### config.mk
export PLATFORM = sky130hd
export DESIGN_NAME = pipe_stall_ctrl
export DESIGN_NICKNAME = d
export VERILOG_FILES = /design/src/rtl/pipe_stall_ctrl.sv
export SDC_FILE = /design/constraint.sdc
export NUM_CORES = 1
export LEC_CHECK = 0
export CAP_MARGIN = 25
export CORE_MARGIN = 5
export CORE_UTILIZATION = 37
export CTS_CLUSTER_DIAMETER = 200
export CTS_CLUSTER_SIZE = 28
export DETAILED_ROUTE_END_ITERATION = 8
export PLACE_DENSITY = 0.9
export REMOVE_ABC_BUFFERS = 1
export SETUP_SLACK_MARGIN = 0.2
export SLEW_MARGIN = 20
export SYNTH_ARGS = -nofsm -noshare
export SYNTH_HDL_FRONTEND = slang
export SYNTH_SLANG_ARGS = --single-unit
### constraint.sdc
create_clock -name clk -period 2.1 [get_ports clk]
set_input_delay 0.42 -clock clk [delete_from_list [all_inputs] [get_ports clk]]
set_output_delay 0.42 -clock clk [all_outputs]
set_load 0.03 [all_outputs]
### src/rtl/pipe_stall_ctrl.sv
// Stall/flush sequencer for the 5-stage pipeline: hazards, MUL/DIV occupancy and memory wait.
// Optional STALL_CNT_EN builds the saturating stall performance counter; otherwise stall_cnt is 0.
module pipe_stall_ctrl #(
  parameter int MDU_LAT = 4,
  parameter int CNT_W   = 16
) (
  input  logic             clk,
  input  logic             clrn,
  input  logic             d_loaddepen,
  input  logic             d_branch,
  input  logic             mdu_start,
  input  logic             mem_busy,
  output logic             wpcir,
  output logic             id_bubble,
  output logic             if_flush,
  output logic             pipe_en,
  output logic             mdu_busy,
  output logic [3:0]       mdu_cnt,
  output logic             state,
  output logic [CNT_W-1:0] stall_cnt
);

  typedef enum logic {
    ST_RUN      = 1'b0,
    ST_MDU_WAIT = 1'b1
  } state_t;

  state_t     r_state;
  state_t     w_state_nxt;
  logic [3:0] r_cnt;
  logic [3:0] w_cnt_nxt;

  always_ff @(posedge clk or negedge clrn) begin
    if (!clrn) begin
      r_state <= ST_RUN;
      r_cnt   <= 4'd0;
    end else begin
      r_state <= w_state_nxt;
      r_cnt   <= w_cnt_nxt;
    end
  end

  // Priority: mem_busy > MDU_WAIT > load-use > mdu_start > branch.
  always_comb begin
    w_state_nxt = r_state;
    w_cnt_nxt   = r_cnt;
    wpcir       = 1'b1;
    id_bubble   = 1'b0;
    if_flush    = 1'b0;
    pipe_en     = 1'b1;
    if (!clrn) begin
      w_state_nxt = ST_RUN;
      w_cnt_nxt   = 4'd0;
    end else if (mem_busy) begin
      wpcir   = 1'b0;
      pipe_en = 1'b0;
    end else if (r_state == ST_MDU_WAIT) begin
      wpcir     = 1'b0;
      id_bubble = 1'b1;
      if (r_cnt == 4'd1) begin
        w_state_nxt = ST_RUN;
        w_cnt_nxt   = 4'd0;
      end else begin
        w_cnt_nxt = r_cnt - 4'd1;
      end
    end else if (d_loaddepen) begin
      wpcir     = 1'b0;
      id_bubble = 1'b1;
    end else if (mdu_start) begin
      if (MDU_LAT > 1) begin
        w_state_nxt = ST_MDU_WAIT;
        w_cnt_nxt   = 4'(MDU_LAT - 1);
      end
    end else if (d_branch) begin
      if_flush = 1'b1;
    end
  end

  assign mdu_busy = (r_state == ST_MDU_WAIT);
  assign mdu_cnt  = r_cnt;
  assign state    = r_state;

`ifdef STALL_CNT_EN
  logic [CNT_W-1:0] r_stall_cnt;

  always_ff @(posedge clk or negedge clrn) begin
    if (!clrn) begin
      r_stall_cnt <= '0;
    end else if (!wpcir && (r_stall_cnt != {CNT_W{1'b1}})) begin
      r_stall_cnt <= r_stall_cnt + 1'b1;
    end
  end

  assign stall_cnt = r_stall_cnt;
`else
  assign stall_cnt = '0;
`endif

endmodule

Yosys cells after proc, flatten, opt, wreduce, memory -nomap -nowiden:

Cells that the tools add are included.
Widths: inputs -> output; s select.

* bits of input ports: 6
* word-level logic and storage cells: 36
* output and inout bits: 26
* flip-flop bits (word level): 5

* equality and inequality tests: 4
* multiplexer cells: 28
* add/sub/neg operators: 1
* reductions and logical operators: 1

Operators with widths (count)
* $mux 4: 6
* $mux 1: 22
* $eq 4x1->1 const B: 1
* $sub 4x1->4 const B: 1
* $ne 3x1->1 const B: 1
* $ne 3x2->1 const B: 1
* $reduce_and 3->1: 1
* $ne 2x2->1 const B: 1

Longest topological paths before layout:

* word-level depth: 6
* gate-level depth with buffers: 5
* mapped depth without buffers: 5

Least setup slack after synthesis:

Ideal clock, no wire load.

* kind: register -> output
* from: register r_state, in the netlist mdu_busy
* to: output wpcir
* slack: 290 ps
* data required time: 1680 ps
* cell stages (with the launch flop): 2
* arrival: 1390 ps
* buffers on the path: 0
* cell sequence: dfrtp_1 > o31ai_1

* word-level cells in the longest chain between the ends: 3

RTL lines
* start: declaration: line 28 `state_t r_state;`
* start signal: assignment: line 38 `r_state <= w_state_nxt;`
* $mux 1: line 57 `end else if (r_state == ST_MDU_WAIT) begin`
* $mux 1: line 54 `end else if (mem_busy) begin`
* $mux 1: line 51 `if (!clrn) begin`
* end: declaration: line 13 `output logic wpcir,`

Every way passes these cells.

Worst setup path after layout:

* from: input clrn
* to: output if_flush

* word-level cells in the longest chain between the ends: 1

RTL lines
* start: declaration: line 8 `input logic clrn,`
* $mux 1: line 51
* end: declaration: line 15 `output logic if_flush,`

Every way passes these cells.

==> results.sh <==
export IMPL_cts_sink_count=5
export IMPL_syn_cell_area_um2=482
export IMPL_vias=387
export IMPL_dieArea_mm2=0.00212
export IMPL_final_cell_mix="conb_1 (16), clkdlybuf4s50_1 (8), buf_4 (6), dfrtp_1 (5), inv_1 (4)"
export IMPL_tns_ps=0
export IMPL_die_width_um=46.1
export IMPL_comb_power_share_pct=35.7
export IMPL_synth_seq_cells=5
export IMPL_grt_max_degree=13
export IMPL_synth_fa_ha_area_share_pct=5.19
export IMPL_finalHoldViolCount=0
export IMPL_cp_max_fo=3
export IMPL_synthCells=56
export IMPL_synth_xor_area_share_pct=0
export IMPL_overflow=0
export IMPL_numCtsBuffers=3
export IMPL_portBuffers=15
export IMPL_finalSetupViolCount=0
export IMPL_diodes=0
export IMPL_cts_root_buf="clkbuf_4"
export IMPL_routedWlPerCell_um=10.5
export IMPL_insertion_delay_ps=250
export IMPL_ant_nets=0
export IMPL_fin_crit_ps=1860
export IMPL_cp_data_arrival_time_ps=1440
export IMPL_synth_compound_area_share_pct=17.9
export IMPL_std_cell_rows=13
export IMPL_cts_htree_levels=1
export IMPL_postLayoutCoreUtil_pct=48.9
export IMPL_max_vdd_ir_drop_mv=0.351
export IMPL_synth_top_family_by_area="buffers and inverters"
export IMPL_grt_total_usage_pct=9.17
export IMPL_areaGrowthSynthToFinish_pct=28.8
export IMPL_post_dp_hpwl_um=744
export IMPL_rsz0062_at_grt="false"
export IMPL_drc=0
export IMPL_drive_gt1_share_pct=17.6
export IMPL_synthSimpleGateAreaFrac_pct=19.5
export IMPL_cts_buffer_depth=2
export IMPL_clockPowerShare_pct=32.9
export IMPL_die_y_um=46.1
export IMPL_synth_mux_area_share_pct=0
export IMPL_core_mm2=0.00127
export IMPL_cp_start_kind="input port"
export IMPL_end_kind="output port"
export IMPL_start_util_pct=38.0
export IMPL_seq_power_share_pct=31.4
export IMPL_drt_iter0_markers=5
export IMPL_switching_share_pct=38.2
export IMPL_holdCritPathClass="input port to async pin"
export IMPL_cts_tree="done"
export IMPL_place_gp_congestion=0.743
export IMPL_routed_wl_um=933
export IMPL_worstPathRequired_ps=1680
export IMPL_status="complete, no violations"
export IMPL_fin_crit_sh_pct=88.4
export IMPL_num_io_pins=32
export IMPL_cts_clk_slew_worst_paths_ps=40
export IMPL_report_final_slew_viol_count=0
export IMPL_ys_types=24
export IMPL_seq_area_frac_synth_pct=26.0
export IMPL_final_nets=83
export IMPL_fmax_ghz=0.538
export IMPL_power_internal_mw=0.217
export IMPL_maxCapViolations=0
export IMPL_grt_pass1_vias=327
export IMPL_avgSynthCellArea_um2=8.60
export IMPL_p_switching_mw=0.134
export IMPL_fin_worst_skew_ps=2.46
export IMPL_cellPowerDensity_mw_per_mm2=565
export IMPL_power_static_leakage_nw=0.330
export IMPL_place_ws_ps=116
export IMPL_first_pass_iters=4
export IMPL_crit_type="input port to output port"
export IMPL_fillers=124
export IMPL_grt_pass1_wl_um=1350
export IMPL_routed_via_density=4.35
export IMPL_ys_warn_count=0
export IMPL_grt_antenna_before_repair=0
export IMPL_final_common_cell="conb_1"
export IMPL_fin_ws_ps=243
## cell type report
cell class / count / area [um2] / area share (%)
Sequential cell: 5 / 125 / 20.2
Clock buffer: 4 / 26.3 / 4.23
Multi-Input combinational cell: 44 / 273 / 44.0
Tap cell: 15 / 18.8 / 3.02
Timing Repair Buffer: 17 / 163 / 26.2
Inverter: 4 / 15.0 / 2.42
## layer usage
layer  vias up  global-route usage (%)  wire [um]
li1        197                       -          -
met1       163                    10.6        386
met2        25                    13.5        394
met3         2                    3.52        136
met4         0                    6.82         16
met5         -                       0          0
## critical path: stages
cell	delay, ps
clkdlybuf4s50_1	510
nor2b_4	160
and4b_1	190
buf_4	150
## metrics by stage
stage	cell area (um2)	hold WS (ps)	cells	total power [mW]
after floorplan	405	124	53	0.195
after global placement	572	580	84	0.233
after detailed placement	572	583	84	0.234
after CTS	608	519	89	0.352
after global routing	621	553	89	0.374
final	621	536	89	0.351
## sequential cells by signal, summed over array words and instances (netlist names)
| register | flops |
|---|---|
| mdu_cnt | 4 |
| mdu_busy | 1 |
## cells by family (layout without fill, tap and decap cells)
family / after synthesis / count (layout)
other: 1 / 16
adders and majority gates: 2 / 2
AOI/OAI and AO/OA: 11 / 11
DFF: 5 / 5
buffers and inverters: 22 / 25
and+or+nand+nor: 15 / 15
## power by group through the flow
stage / registers (mW) / logic (mW) / clock network (mW)
2_1_floorplan: 0.121 / 0.0733 / 0
3_3_place_gp: 0.111 / 0.122 / 0
3_5_place_dp: 0.111 / 0.122 / 0
4_1_cts: 0.110 / 0.124 / 0.118
5_1_grt: 0.111 / 0.135 / 0.128
6_report: 0.110 / 0.125 / 0.116
## synth_stat cells
cell       instances  area, um2
nor4_1             1       6.26
nand2_1            3       11.3
o31a_1             1       8.76
nor2_1             2       7.51
clkbuf_2           1       5.00
o21a_1             1       7.51
conb_1             1       3.75
and2b_4            1       10.0
buf_4             17        128
a211oi_1           1       7.51
o2111ai_1          2       17.5
nand2b_1           2       12.5
dfrtp_1            5        125
o221a_2            1       11.3
ha_1               2       25.0
a21oi_1            1       5.00
o31ai_1            1       7.51
o21ai_1            2       10.0
and2_1             1       6.26
o221a_1            1       11.3
inv_1              4       15.0
and4b_1            1       10.0
nor2b_1            3       18.8
or3b_4             1       11.3
## timing repair
action	CTS	global route
pin swaps	0	0
hold buffers	0	0
gates resized for setup	1	4
buffers inserted	1	0
setup endpoints to repair	2	3
## worst paths after layout
kind	start	endpoint	slack, ps	depth (start not counted)
min in group clk	mdu_cnt[3]	mdu_cnt[3]	590	2
min	clrn	mdu_cnt[3]	540	2
min reg2reg	mdu_cnt[3]	mdu_cnt[3]	590	2
max	clrn	if_flush	240	4
max reg2reg	mdu_cnt[1]	mdu_busy	710	4
max in group asynchronous	clrn	mdu_cnt[0]	1430	2
Power figures use the tool's default switching activity.
